[src/rtl/mmu_8722.sv]
// rtl/mmu_8722.sv - C128 MMU: register file, PLA mode/select lines, page relocation and RAM banking
module mmu_8722 #(
  parameter logic [7:0] VERSION   = 8'h20,
  parameter int         BANK_BITS = 2
) (
  input  logic                 clk,
  input  logic                 rst_n,
  input  logic [15:0]          a,
  input  logic [7:0]           d_in,
  input  logic                 rw,
  input  logic                 aec,
  input  logic                 bus_stb,
  input  logic                 game_in,
  input  logic                 exrom_in,
  input  logic                 k4080,
  output logic [7:0]           d_out,
  output logic                 d_oe,
  output logic                 ms0,
  output logic                 ms1,
  output logic                 ms2,
  output logic                 ms3,
  output logic                 z80en,
  output logic                 fsdir,
  output logic [7:0]           ta,
  output logic [BANK_BITS-1:0] ram_bank,
  output logic [1:0]           vic_bank
);

  logic [7:0] cr_q;
  logic [7:0] pcr_q [4];
  logic [7:0] mcr_q;
  logic [7:0] rcr_q;
  logic [7:0] p0l_q, p0h_q, p1l_q, p1h_q;
  logic [7:0] p0h_pend_q, p1h_pend_q;

  logic [7:0] p, lo;
  logic [1:0] pcr_idx;
  logic       locked, d5_sel, ff_sel, hit, wr_en;

  assign p       = a[15:8];
  assign lo      = a[7:0];
  // $xx01..$xx04 map onto PCRA..D; $xx04 wraps to index 3
  assign pcr_idx = lo[1:0] - 2'd1;
  assign locked  = mcr_q[6];
  assign d5_sel  = (p == 8'hD5) && (lo <= 8'h0B) && !cr_q[0];
  assign ff_sel  = (p == 8'hFF) && (lo <= 8'h04);
  assign hit     = (d5_sel || ff_sel) && !locked;
  assign wr_en   = bus_stb && aec && !rw && hit;

  always_ff @(posedge clk or negedge rst_n) begin
    if (!rst_n) begin
      cr_q       <= 8'h00;
      for (int i = 0; i < 4; i++) pcr_q[i] <= 8'h00;
      mcr_q      <= 8'h00;
      rcr_q      <= 8'h00;
      p0l_q      <= 8'h00;
      p0h_q      <= 8'h00;
      p1l_q      <= 8'h01;
      p1h_q      <= 8'h00;
      p0h_pend_q <= 8'h00;
      p1h_pend_q <= 8'h00;
    end else if (wr_en) begin
      if (ff_sel) begin
        if (lo == 8'h00) cr_q <= d_in;
        else             cr_q <= pcr_q[pcr_idx];
      end else begin
        case (lo)
          8'h00: cr_q <= d_in;
          8'h01, 8'h02, 8'h03, 8'h04: pcr_q[pcr_idx] <= d_in;
          8'h05: mcr_q <= d_in & 8'h49;
          8'h06: rcr_q <= d_in & 8'hCF;
          8'h07: begin
            p0l_q <= d_in;
            p0h_q <= p0h_pend_q;
          end
          8'h08: p0h_pend_q <= d_in;
          8'h09: begin
            p1l_q <= d_in;
            p1h_q <= p1h_pend_q;
          end
          8'h0A: p1h_pend_q <= d_in;
          default: ;
        endcase
      end
    end
  end

  logic [7:0] rd_data;

  always_comb begin
    rd_data = 8'h00;
    if (ff_sel) begin
      rd_data = (lo == 8'h00) ? cr_q : pcr_q[pcr_idx];
    end else begin
      case (lo)
        8'h00:                      rd_data = cr_q;
        8'h01, 8'h02, 8'h03, 8'h04: rd_data = pcr_q[pcr_idx];
        8'h05: rd_data = mcr_q | {k4080, 1'b0, exrom_in, game_in, 4'b0110};
        8'h06: rd_data = rcr_q | 8'h30;
        8'h07: rd_data = p0l_q;
        8'h08: rd_data = p0h_q;
        8'h09: rd_data = p1l_q;
        8'h0A: rd_data = p1h_q;
        8'h0B: rd_data = VERSION;
        default: rd_data = 8'h00;
      endcase
    end
  end

  assign d_oe  = aec && rw && hit;
  assign d_out = d_oe ? rd_data : 8'h00;

  assign ms3      = ~mcr_q[6];
  assign ms2      = cr_q[0];
  assign z80en    = mcr_q[0];
  assign fsdir    = mcr_q[3];
  assign vic_bank = rcr_q[7:6];

  always_comb begin
    {ms0, ms1} = 2'b11;
    if (aec) begin
      case (p[7:6])
        2'b01:   {ms0, ms1} = cr_q[1] ? 2'b11 : 2'b00;
        2'b10:   {ms0, ms1} = {cr_q[3], cr_q[2]};
        2'b11:   {ms0, ms1} = {cr_q[5], cr_q[4]};
        default: {ms0, ms1} = 2'b11;
      endcase
    end
  end

  logic [BANK_BITS-1:0] cr_bank, rcr_bank, p0_bank, p1_bank;
  logic [8:0]           share_lim;
  logic                 share_force;

  assign cr_bank  = BANK_BITS'(cr_q[7:6]);
  assign rcr_bank = BANK_BITS'(rcr_q[7:6]);
  assign p0_bank  = p0h_q[BANK_BITS-1:0];
  assign p1_bank  = p1h_q[BANK_BITS-1:0];

  always_comb begin
    case (rcr_q[1:0])
      2'b00:   share_lim = 9'h004;
      2'b01:   share_lim = 9'h010;
      2'b10:   share_lim = 9'h020;
      default: share_lim = 9'h040;
    endcase
  end

  assign share_force = (rcr_q[2] && ({1'b0, p} < share_lim)) ||
                       (rcr_q[3] && ({1'b0, p} >= (9'h100 - share_lim)));

  // Page 0/1 relocation is a two-way swap: the target page maps back onto 00/01
  always_comb begin
    ta       = p;
    ram_bank = cr_bank;
    if (!aec) begin
      ram_bank = rcr_bank;
    end else if (locked) begin
      ram_bank = '0;
    end else if (p == 8'h00) begin
      ta       = p0l_q;
      ram_bank = p0_bank;
    end else if (p == 8'h01) begin
      ta       = p1l_q;
      ram_bank = p1_bank;
    end else begin
      if (p == p0l_q && cr_bank == p0_bank)      ta = 8'h00;
      else if (p == p1l_q && cr_bank == p1_bank) ta = 8'h01;
      if (share_force) ram_bank = '0;
    end
  end

endmodule

[config.mk]
export PLATFORM = sky130hd
export DESIGN_NAME = mmu_8722
export DESIGN_NICKNAME = d
export VERILOG_FILES = /design/src/rtl/mmu_8722.sv
export SDC_FILE = /design/constraint.sdc
export NUM_CORES = 1
export LEC_CHECK = 0
export CAP_MARGIN = 30
export CORE_MARGIN = 2
export CORE_UTILIZATION = 57
export CTS_CLUSTER_SIZE = 30
export DETAILED_ROUTE_END_ITERATION = 6
export GPL_ROUTABILITY_DRIVEN = 0
export HOLD_SLACK_MARGIN = 0.02
export PLACE_DENSITY_LB_ADDON = 0.05
export SYNTH_ARGS = -nofsm -noshare
export SYNTH_HDL_FRONTEND = slang
export SYNTH_SLANG_ARGS = --single-unit
[constraint.sdc]
create_clock -name clk -period 6.8 [get_ports clk]
set_input_delay 1.02 -clock clk [delete_from_list [all_inputs] [get_ports clk]]
set_output_delay 1.02 -clock clk [all_outputs]
set_load 0.005 [all_outputs]
# --- Word level (Yosys, flattened, before mapping) ---
# Index checks and enable logic that the tools add are counted.
op_classes:
  bitwise: 4
  reduce_logical: 32
  n_eq_ne: 23
  addsub: 2
  muxes: 30
  n_lt_le_gt_ge: 6
ops:
  columns: ["op", "n"]
  rows:
  - ["$mux W8", 15]
  - ["$pmux W8 S9", 1]
  - ["$bwmux W32", 1]
  - ["$eq A8 B3 Y1 const B", 4]
  - ["$eq A8 B4 Y1 const B", 4]
  - ["$pmux W7 S3", 1]
  - ["$reduce_and A3 Y1", 7]
  - ["$bmux W8 S2", 1]
  - ["$demux W8 S2", 1]
  - ["$eq A8 B1 Y1 const B", 2]
  - ["$eq A8 B2 Y1 const B", 2]
  - ["$eq A8 B8 Y1", 2]
  - ["$eq A8 B8 Y1 const B", 2]
  - ["$logic_not A8 Y1", 2]
  - ["$logic_and A1 B1 Y1", 14]
  - ["$mux W2", 6]
  - ["$ge A8 B9 Y1", 1]
  - ["$lt A8 B9 Y1", 1]
  - ["$sub A9 B9 Y9 const A", 1]
  - ["$le A8 B3 Y1 const B", 1]
  - ["$le A8 B4 Y1 const B", 1]
  - ["$or A7 B8 Y8", 1]
  - ["$eq A2 B2 Y1 const B", 3]
  - ["$pmux W1 S3", 2]
  - ["14 further kinds", 21]
word_totals:
  input_bits: 32
  word_cells: 110
  register_bits: 97
  output_inout_bits: 27

# --- Depth between registers and ports, before layout ---
logic_depth:
  depth_word: 11
  ltp_mapped: 11
  mapped_depth_nobuf: 9

# --- Worst setup path before layout ---
# No wires, ideal clock.
synth_path:
  path_kind: "input port to output port"
  from: "input port a[0]"
  to: "output port d_out[2]"
  required_time_ps: 5780
  path_stages: 8
  n_path_buf: 2
  arrival_ps: 3065
  slack_ps: 2715
  cell_sequence: "clkbuf_1 > inv_1 > ha_1 > buf_1 > mux4_2 > a221oi_1 > mux2_2 > a21oi_1"
synth_via:
  elab_chain_len: 8
  word_cells_on_any_way: 30
  classes_between: "1 x add/sub; 2 x order compare; 11 x eq/ne; 7 x mux; 1 x bitwise; 8 x reduce/logical"
synth_lines:
  columns: ["element", "line_no", "text"]
  rows:
  - ["start: declaration", "8", "input logic [15:0] a,"]
  - ["$sub A2 B1 Y2", "43", "assign pcr_idx = lo[1:0] - 2'd1;"]
  - ["$not A2 Y3 (not written as such)", "93, 97", null]
  - ["$bmux W8 S2", "93, 97", null]
  - ["$mux W8 (not written as such) (2 in a row)", "93, 97", null]
  - ["$pmux W8 S9 or $mux W8 (tied branches)", "95, 93", null]
  - ["$mux W8", "92", "if (ff_sel) begin"]
  - ["$mux W8 *", "111", "assign d_out = d_oe ? rd_data : 8'h00;"]
  - ["end: declaration", "16", "output logic [7:0] d_out,"]
# Mark *: on every way between the ends. The rest lies on a longest branch, timed or not. The select of a mux whose other input is x is not followed.

# --- Worst setup path after layout ---
layout_path:
  from: "input port a[0]"
  to: "output port d_out[6]"
# Same word-level chain as after synthesis.

==> reports/results.txt <==
initial core utilization = 0.579
I/O pin cnt = 59
worst hold slack = 0.493 ns
residual DRC count = 3
period utilization = 0.813
TritonCTS Buffers = 9
Routed Antenna Nets = 0
global-route wire length before repair = 23.5 mm
vias per cell = 6.33
Synth cell types = 57
Post-synth EDFFs = 0
initial antenna violation count = 0
post-DP HPWL = 11.1 mm
Data arrival, critical path = 4.51 ns
via count = 4295
critical path, cell by cell = clkdlybuf4s50_1 > inv_1 > ha_1 > nand2b_1 > nand4_1 > nor3_1 > and2_1 > nand2_1 > a31oi_1 > clkdlybuf4s50_1
Setup TNS = 0 ns
GRT Overall Usage = 0.302
die width = 103 µm
Max Slew Vio Count = 0
post-CTS sizing = 0
design area = 6390 µm²
Pwr Total = 1.08 mW
Post-CTS Setup Bufs = 0
flip-flop and latch count after synthesis = 97
dominant delay contributor by cell family on the critical path = buffers and inverters
ys async rst share = 1.00
Fin. Hold Viols = 0
H-tree depth = 3
Max VDD drop = 0.132 mV
Wirelength per Cell = 22.3 µm
register area share after synthesis = 0.438
Slew headroom = 0.329
area grow syn2layout = 15.2%
synthesized area per cell = 11.1 µm²
row cnt = 36
post-synthesis simple-gate area fraction = 0.121
worst-margin pin slew = 1.00 ns
number of port buffers = 58
total die area = 10500 µm²
cell repeated most along the worst path = clkdlybuf4s50_1
most used flip-flop cell after synthesis = dfrtp_1
clk_lat worst skew = 0.38 ns
Mapped Nets = 545
largest family of logic cells by synthesized area = multiplexers
Die H = 103 µm
CP endpoint kind = output port
First-pass DRT Iterations = 7
crit-path max cell delay = 0.75 ns
Buf/Inv on CP = 3
synth top area cells = dfrtp_1, mux2_2, mux2_1, mux4_2, nand2_1
worst min-delay path class = reg -> reg
number of global-route vias before repair = 4168
Compound-Gate Fraction of Synth Area = 0.114
TritonCTS clock tree = built
Root Driver = clkbuf_8
Final #Nets = 585
XOR/XNOR Fraction of Synth Area = 0.0316
Worst-path clk slew = 0.10 ns
dominant cell type by area after synthesis = dfrtp_1
failing checks = design-rule violations
pwr dens = 168 nW/µm²
Util after Layout = 0.667
Core Region = 9590 µm²
maxcap violations = 0
achievable frequency = 181 MHz
Area after DPL = 6180 µm²
status = finished, violations left
worst-path fanout max = 12
largest net degree at the start of global routing = 76
grt total ovfl = 0
Synth Instances = 500
mux contribution to synthesized area = 0.234
pre-CTS WS = 1.30 ns
Clock Sinks = 97
layout cells sized above 1 = 0.206
CTS Buffer Depth = 2
Synth Area in Adders = 0.0293
diode count = 0
slowest cell on the critical path = clkdlybuf4s50_1
Ys Warns = 0
Detailed Route Iter0 Violations = 427
unrepaired setup endpoints after global routing = false
Pleak = 2.87 nW
# hold bufs at CTS = 0
setup violators final = 0
Non-Filler Instances = 678
overall routed net length = 15.1 mm
Required @ worst endpoint = 5.78 ns
share of Yosys cell area claimed by the top area cell type = 0.433
final setup margin = 1.27 ns
placed cell count = 662
Crit Path Category = in -> out
minimum clock period = 5.53 ns
Synth Cell Area = 5550 µm²
CP Launch Type = input pin
skew final = 0.0105 ns
## tightest hold or removal path, cell delays in order (launching register included)
cell and delay [ns]:
dfrtp_1 0.35, nand2_1 0.05, o21ai_0 0.06
## registers in the layout, summed over array words and instances, names as in the netlist
| register | cells |
|---|---|
| p0h_q | 8 |
| pcr_q | 32 |
| cr_q | 8 |
| p1h_pend_q | 8 |
| p0l_q | 8 |
| rcr_q | 6 |
| mcr_q | 3 |
| p1l_q | 8 |
| p0h_pend_q | 8 |
| p1h_q | 8 |
## synthesized netlist by cell type (8+ instances only)
library cell	n
nor2_1	15
mux2i_1	17
xnor2_1	20
a22oi_1	9
a21oi_1	11
mux2_2	68
o21ai_0	26
nand2_1	47
dfrtp_1	96
nand3_1	9
mux4_2	8
ha_1	13
inv_1	12
clkbuf_1	21
a222oi_1	8
mux2_1	16
nand2b_1	10
## placed cells by master (no fill, tap or decap), types with 5 or more instances in the layout
master | Yosys | routed
nor4_1 | 5 | 5
a21o_1 | 5 | 5
clkbuf_8 | 0 | 9
inv_1 | 12 | 12
a21oi_1 | 11 | 11
nand2b_1 | 10 | 10
clkdlybuf4s50_1 | 0 | 57
nand3_1 | 9 | 9
nand4_1 | 5 | 5
dfrtp_1 | 96 | 96
o22ai_1 | 5 | 5
mux4_2 | 8 | 8
mux2_2 | 68 | 68
mux2i_1 | 17 | 17
a22oi_1 | 9 | 9
nand2_1 | 47 | 47
mux2_1 | 16 | 16
o21ai_0 | 26 | 26
xnor2_1 | 20 | 20
nor2_1 | 15 | 15
a222oi_1 | 8 | 8
a221oi_1 | 5 | 5
ha_1 | 13 | 13
## final cells by class
type                       count  area (µm²)
clock buffer                   9         124
clock inverter                 7        87.6
fill                         761        3200
inverter                      12        45.0
multi-input combinational    359        2940
sequential                    97        2430
tap                          133         166
timing repair buffer          61         601
## power breakdown
| part | switching [mW] | internal [mW] | total, mW | leakage, nW |
|---|---|---|---|---|
| combinational | 0.0592 | 0.0394 | 0.0985 | 1.42 |
| sequential | 0.000000748 | 0.576 | 0.576 | 1.35 |
| clock | 0.223 | 0.178 | 0.400 | 0.105 |
## path summary, 6_finish.rpt
path	slack (ns)	depth (start not counted)	startpoint	end
max	1.27	10	a[0]	d_out[6]
min	0.49	2	pcr_q[6]	pcr_q[6]
max reg2reg	4.02	5	mcr_q[6]	rcr_q[0]
min reg2reg	0.49	2	pcr_q[6]	pcr_q[6]
max in group asynchronous	5.05	2	rst_n	p0h_q[3]
min in group asynchronous	0.52	1	rst_n	pcr_q[9]
## cells by family (layout without fill, tap and decap cells)
group / Yosys count / in the layout
simple gates: 123 / 123
mux: 109 / 109
flops: 97 / 97
compound gates: 93 / 93
buf+inv: 44 / 89
xor+xnor: 20 / 20
fa+ha+maj: 13 / 13
other cells: 1 / 1
## layer usage
layer | vias up | share of wire | GRT usage
met5 | - | 0 | 0
met4 | 0 | 0.029 | 0.111
met3 | 40 | 0.062 | 0.0515
met2 | 185 | 0.47 | 0.476
met1 | 2142 | 0.44 | 0.426
li1 | 1928 | - | -
No activity file was read; power rests on OpenSTA's default activity.
